[src/rtl/swan256_word_loader.sv]
// Word-serial loader/drainer for the serial SWAN256 cores: gathers 8 key + 8 data words, starts the core, streams 8 result words.
// Optional key reuse across blocks is enabled by defining SWAN256_KEY_REUSE_EN.
module swan256_word_loader #(
  parameter int BLOCK_SIZE = 256,
  parameter int KEY_SIZE   = 256,
  parameter int TIMEOUT    = 1024
) (
  input  logic                  clk,
  input  logic                  rst,
  input  logic                  in_valid,
  output logic                  in_ready,
  input  logic [31:0]           in_data,
  input  logic                  in_is_key,
  output logic                  out_valid,
  input  logic                  out_ready,
  output logic [31:0]           out_data,
  output logic                  out_last,
  output logic                  core_start,
  output logic [0:BLOCK_SIZE-1] core_inp,
  output logic [0:KEY_SIZE-1]   core_key,
  input  logic                  core_ready,
  input  logic [0:BLOCK_SIZE-1] core_out,
  output logic                  busy,
  output logic                  timeout_err
);

  typedef enum logic [1:0] {S_LOAD, S_START, S_WAIT, S_DRAIN} state_t;

  localparam logic [15:0] TIMER_LAST = 16'(TIMEOUT - 1);

  state_t                state_q, state_d;
  logic [3:0]            key_cnt_q, key_cnt_d;
  logic [3:0]            dat_cnt_q, dat_cnt_d;
  logic [2:0]            out_cnt_q, out_cnt_d;
  logic [15:0]           timer_q, timer_d;
  logic [0:KEY_SIZE-1]   key_q, key_d;
  logic [0:BLOCK_SIZE-1] inp_q, inp_d;
  logic [0:BLOCK_SIZE-1] res_q, res_d;
  logic                  err_q, err_d;
  logic                  key_full, dat_full, key_room, accept;
  logic [2:0]            key_idx;
`ifdef SWAN256_KEY_REUSE_EN
  logic                  key_valid_q, key_valid_d;
`endif

  always_comb begin
    state_d   = state_q;
    key_cnt_d = key_cnt_q;
    dat_cnt_d = dat_cnt_q;
    out_cnt_d = out_cnt_q;
    timer_d   = timer_q;
    key_d     = key_q;
    inp_d     = inp_q;
    res_d     = res_q;
    err_d     = err_q;
    key_full  = (key_cnt_q == 4'd8);
    dat_full  = (dat_cnt_q == 4'd8);
`ifdef SWAN256_KEY_REUSE_EN
    // A retained key still counts as full, but a new key word restarts loading at index 0.
    key_valid_d = key_valid_q;
    key_room    = !key_full || key_valid_q;
    key_idx     = key_valid_q ? 3'd0 : key_cnt_q[2:0];
`else
    key_room    = !key_full;
    key_idx     = key_cnt_q[2:0];
`endif
    in_ready = (state_q == S_LOAD) && (in_is_key ? key_room : !dat_full);
    accept   = in_valid && in_ready;

    case (state_q)
      S_LOAD: begin
        if (accept && in_is_key) begin
          key_d[{key_idx, 5'd0} +: 32] = in_data;
          key_cnt_d = {1'b0, key_idx} + 4'd1;
`ifdef SWAN256_KEY_REUSE_EN
          key_valid_d = 1'b0;
`endif
        end
        if (accept && !in_is_key) begin
          inp_d[{dat_cnt_q[2:0], 5'd0} +: 32] = in_data;
          dat_cnt_d = dat_cnt_q + 4'd1;
        end
        if (key_cnt_d == 4'd8 && dat_cnt_d == 4'd8) state_d = S_START;
      end
      S_START: begin
        timer_d = 16'd0;
        state_d = S_WAIT;
      end
      S_WAIT: begin
        // core_ready takes priority over an expiring timer.
        if (core_ready) begin
          res_d     = core_out;
          out_cnt_d = 3'd0;
          state_d   = S_DRAIN;
        end else if (timer_q == TIMER_LAST) begin
          err_d     = 1'b1;
          key_cnt_d = 4'd0;
          dat_cnt_d = 4'd0;
`ifdef SWAN256_KEY_REUSE_EN
          key_valid_d = 1'b0;
`endif
          state_d   = S_LOAD;
        end else begin
          timer_d = timer_q + 16'd1;
        end
      end
      S_DRAIN: begin
        if (out_ready) begin
          if (out_cnt_q == 3'd7) begin
            dat_cnt_d = 4'd0;
`ifdef SWAN256_KEY_REUSE_EN
            key_valid_d = 1'b1;
`else
            key_cnt_d = 4'd0;
`endif
            state_d = S_LOAD;
          end else begin
            out_cnt_d = out_cnt_q + 3'd1;
          end
        end
      end
      default: state_d = S_LOAD;
    endcase
  end

  always_ff @(posedge clk or negedge rst) begin
    if (!rst) begin
      state_q   <= S_LOAD;
      key_cnt_q <= 4'd0;
      dat_cnt_q <= 4'd0;
      out_cnt_q <= 3'd0;
      timer_q   <= 16'd0;
      key_q     <= '0;
      inp_q     <= '0;
      res_q     <= '0;
      err_q     <= 1'b0;
`ifdef SWAN256_KEY_REUSE_EN
      key_valid_q <= 1'b0;
`endif
    end else begin
      state_q   <= state_d;
      key_cnt_q <= key_cnt_d;
      dat_cnt_q <= dat_cnt_d;
      out_cnt_q <= out_cnt_d;
      timer_q   <= timer_d;
      key_q     <= key_d;
      inp_q     <= inp_d;
      res_q     <= res_d;
      err_q     <= err_d;
`ifdef SWAN256_KEY_REUSE_EN
      key_valid_q <= key_valid_d;
`endif
    end
  end

  assign out_valid   = (state_q == S_DRAIN);
  assign out_data    = out_valid ? res_q[{out_cnt_q, 5'd0} +: 32] : 32'd0;
  assign out_last    = out_valid && (out_cnt_q == 3'd7);
  assign core_start  = (state_q == S_START);
  assign core_inp    = inp_q;
  assign core_key    = key_q;
  assign busy        = (state_q != S_LOAD);
  assign timeout_err = err_q;

endmodule

[config.mk]
export PLATFORM = sky130hd
export DESIGN_NAME = swan256_word_loader
export DESIGN_NICKNAME = d
export VERILOG_FILES = /design/src/rtl/swan256_word_loader.sv
export SDC_FILE = /design/constraint.sdc
export NUM_CORES = 1
export LEC_CHECK = 0
export ABC_CLOCK_PERIOD_IN_PS = 3400
export CAP_MARGIN = 20
export CORE_AREA = 2 2 329 331
export CTS_BUF_LIST = sky130_fd_sc_hd__clkbuf_16
export DETAILED_ROUTE_END_ITERATION = 8
export DIE_AREA = 0 0 331 333
export MAX_ROUTING_LAYER = met4
export SLEW_MARGIN = 15
export SYNTH_ARGS = -nofsm -noshare
export SYNTH_HDL_FRONTEND = slang
export SYNTH_SLANG_ARGS = --single-unit
[constraint.sdc]
create_clock -name clk -period 3.4 [get_ports clk]
set_input_delay 0.34 -clock clk [delete_from_list [all_inputs] [get_ports clk]]
set_output_delay 0.34 -clock clk [all_outputs]
set_load 0.03 [all_outputs]
==> impl_metrics.json <==
{
  "outcome": "complete, no violations",
  "worstPathArrival_ps": 2930,
  "min_period_over_period_pct": 96.26,
  "crit_family": "buffers and inverters",
  "rrSetupSlack_ps": 770,
  "syn-num-nets": 3205,
  "met3_length_um": 9464,
  "worst_pin_slew_ps": 1054,
  "met1_length_um": 47220,
  "multi_input_area_um2": 11960,
  "setup_ws_ps": 127.3,
  "grt_first_pass_wirelength_um": 175100,
  "num_vias": 24900,
  "antenna_found_initial": 14,
  "tns_ps": 0,
  "critPathBufInv": 2,
  "layout.nets": 4020,
  "io_pins": 844,
  "p_per_area_nw_per_um2": 923.9,
  "viasPerCell": 4.788,
  "drc_errors": 0,
  "dp_cells": 5019,
  "ys_seq_elements": 798,
  "clk_pin_slew_worst_paths_ps": 60,
  "synth.avg_cell_area_um2": 11.39,
  "cp-startpoint": "out_cnt_q[0]",
  "rsz0062_at_grt": "no",
  "grt_start_max_net_pins": 111,
  "final_area_um2": 46290,
  "synth_edf_count": 0,
  "dp_hpwl_um": 87300,
  "wl_met2_um": 60760,
  "clock_path_buffers": 3,
  "die_x_um": 331,
  "crit_required_ps": 3060,
  "yosys_most_used_dff": "dfrtp_1",
  "core_area_um2": 106600,
  "netlist_area_um2": 32980,
  "crit-reg2reg-launch": "key_cnt_q[0]",
  "grt_pass1_vias": 25120,
  "slowest_delay_ps": 610,
  "max_slew_margin_pct": 29.54,
  "reg2regPathDepth": 8,
  "post-place-ws_ps": 566.9,
  "fin_crit_ps": 3273,
  "rows": 120,
  "maxCapViolations": 0,
  "die_height_um": 333,
  "reg2reg_to": "core_key[70]",
  "cellLeakagePower_uw": 0.02013,
  "fmax_mhz": 305.6,
  "clkSinkCount": 798,
  "crit_cells": 5,
  "wl_um": 120600,
  "gr-total-overflow": 0,
  "cp_cell_sequence": "buf_16, mux4_2, mux2i_1, nor2_1, clkdlybuf4s50_1",
  "slew_violations": 0,
  "antenna_left": 0,
  "syn2layout_area_growth_pct": 40.38,
  "synthCells": 2896,
  "portBuffers": 843,
  "maxUsedRoutingLayer": "met4",
  "fillers": 10100,
  "gp_congestion": 0.8583,
  "finalClockSkew_ps": 33.29,
  "seq_area_um2": 19980,
  "first_pass_iters": 5,
  "drt_iter0_drc": 1586,
  "clk_latency_ps": 690,
  "finalHoldViolCount": 0,
  "cp-endpoint": "out_data[6]",
  "critical_path_class": "flip-flop to primary output",
  "fin_cells": 5200,
  "synth-async-reset-ratio_pct": 100.0,
  "yosysWarnings": 0,
  "critPathLaunchType": "flip-flop",
  "numCtsBuffers": 90,
  "tritoncts": "built",
  "grt_util_all_layers_pct": 22.19,
  "drive_above_1_share_pct": 16.33,
  "max-vdd-ir-drop_v": 0.0006650,
  "htreeDepth": 3,
  "die-area_um2": 110200,
  "start_util_pct": 30.93,
  "cp_slowest_cell": "clkdlybuf4s50_1",
  "wl_per_cell_um": 23.19,
  "postPlaceCellArea_um2": 43210,
  "cp_max_fo": 18,
  "yosysUniqueCellTypes": 53,
  "synth.yosys.seq_area_share_pct": 60.56,
  "finalSetupViolCount": 0,
  "hold_path_class": "input port to asynchronous set/reset pin",
  "cp-end-kind": "primary output",
  "clockRootBuffer": "clkbuf_16"
}
[synth_stat cells, types with 9 or more instances]
cell type | number | share of area (%)
buf_2 | 55 | 0.83
a22o_1 | 9 | 0.24
o21ai_0 | 373 | 5.7
mux4_2 | 64 | 4.4
ha_1 | 15 | 0.57
dfrtp_1 | 798 | 61
mux2i_1 | 80 | 2.4
o21ai_1 | 63 | 0.96
nand3_1 | 16 | 0.24
and3_1 | 33 | 0.63
mux2_2 | 298 | 10
nand4_1 | 10 | 0.19
buf_1 | 35 | 0.40
clkbuf_1 | 116 | 1.3
nand2_1 | 752 | 8.6
inv_1 | 59 | 0.67
nor2_1 | 49 | 0.56
[through the flow]
stage | utilization, % | power (µW) | hold slack, ps
final | 43.43 | 42770 | 234.3
after floorplan | - | 25020 | 44.41
after CTS | 43.39 | 43300 | 202.4
after detailed placement | 40.54 | 33310 | 370.7
after global routing | 43.43 | 44980 | 248.6
after global placement | 40.54 | 33020 | 367.2
[flip-flops by register name (all words and copies together), names as in the netlist]
signal / count
core_inp: 256
core_key: 256
res_q: 256
timer_q: 16
dat_cnt_q: 4
key_cnt_q: 4
out_cnt_q: 3
state_q: 2
timeout_err: 1
[worst min-delay path by stage]
stage | end | slack (ps) | cells after the start
after detailed placement | core_inp[154] | 370 | 1
after global routing | res_q[249] | 250 | 2
after CTS | core_inp[156] | 200 | 2
after global placement | core_inp[154] | 370 | 1
after floorplan | core_inp[0] | 40 | 0
final | core_inp[150] | 230 | 2
[cells in the final DEF, fill, tap and decap left out, types with 3 or more instances in the layout]
cell             instances
mux2i_1                 79
o21ai_1                 63
nand3_1                 15
buf_4                   78
diode_2                 13
a21oi_1                  6
clkinv_16                4
a211o_1                  4
nand2_2                  7
clkinv_1                20
o21ai_0                373
or4_1                    4
nand4_1                 10
clkinv_2                19
ha_1                    15
nor4_1                   4
inv_1                   75
nor2_4                   3
mux4_2                  64
and3_1                  33
nor2_1                  42
mux2_2                 298
a22o_1                   9
nand3_2                  4
nor2_2                   4
buf_12                  13
clkdlybuf4s50_1        828
dlymetal6s2s_1           4
dfrtp_1                795
bufinv_16                9
clkbuf_16               91
nand3b_1                 3
nor3_1                   5
nand2_1                745
dlygate4sd2_1            9
[per-layer routing]
layer  global-route usage [%]  vias to the layer above
met1                    25.90                    12310
met4                    6.488                        0
met3                    5.845                      150
met5                        -                        -
li1                         -                    11530
met2                    37.38                      912
[what timing repair did]
action | 4_1_cts | 5_1_grt
setup buffers | 1 | 0
hold buffers | 1 | 0
gates cloned | 1 | 0
gates resized for setup | 11 | 4
hold endpoints to repair | 43 | 0
endpoints found under the setup margin | 11 | 4
[power by group]
part / switching (µW) / leakage, µW / internal, µW
clock network: 4190 / 0.00151 / 5590
registers: 2170 / 0.0104 / 12800
logic: 10100 / 0.00823 / 7910
total: 16400 / 0.0201 / 26400
[logic make-up after synthesis]
| kind of cell | share of synthesized area (%) |
|---|---|
| fa+ha+maj | 0.5691 |
| simple gates | 10.89 |
| xor+xnor | 0.02656 |
| flops | 60.56 |
| compound gates | 7.596 |
| buf+inv | 3.384 |
| mux | 16.98 |
[final cells by class]
class | instances | share of cell area, %
diodes | 13 | 0.07027
inverters | 60 | 0.4865
repair buffers | 937 | 20.25
well taps | 1403 | 3.792
clock buffers | 91 | 4.919
flip-flops and latches | 798 | 43.16
clock inverters | 74 | 1.489
multi-input cells | 1824 | 25.84
Note: power is estimated with default switching activity, not from simulation.
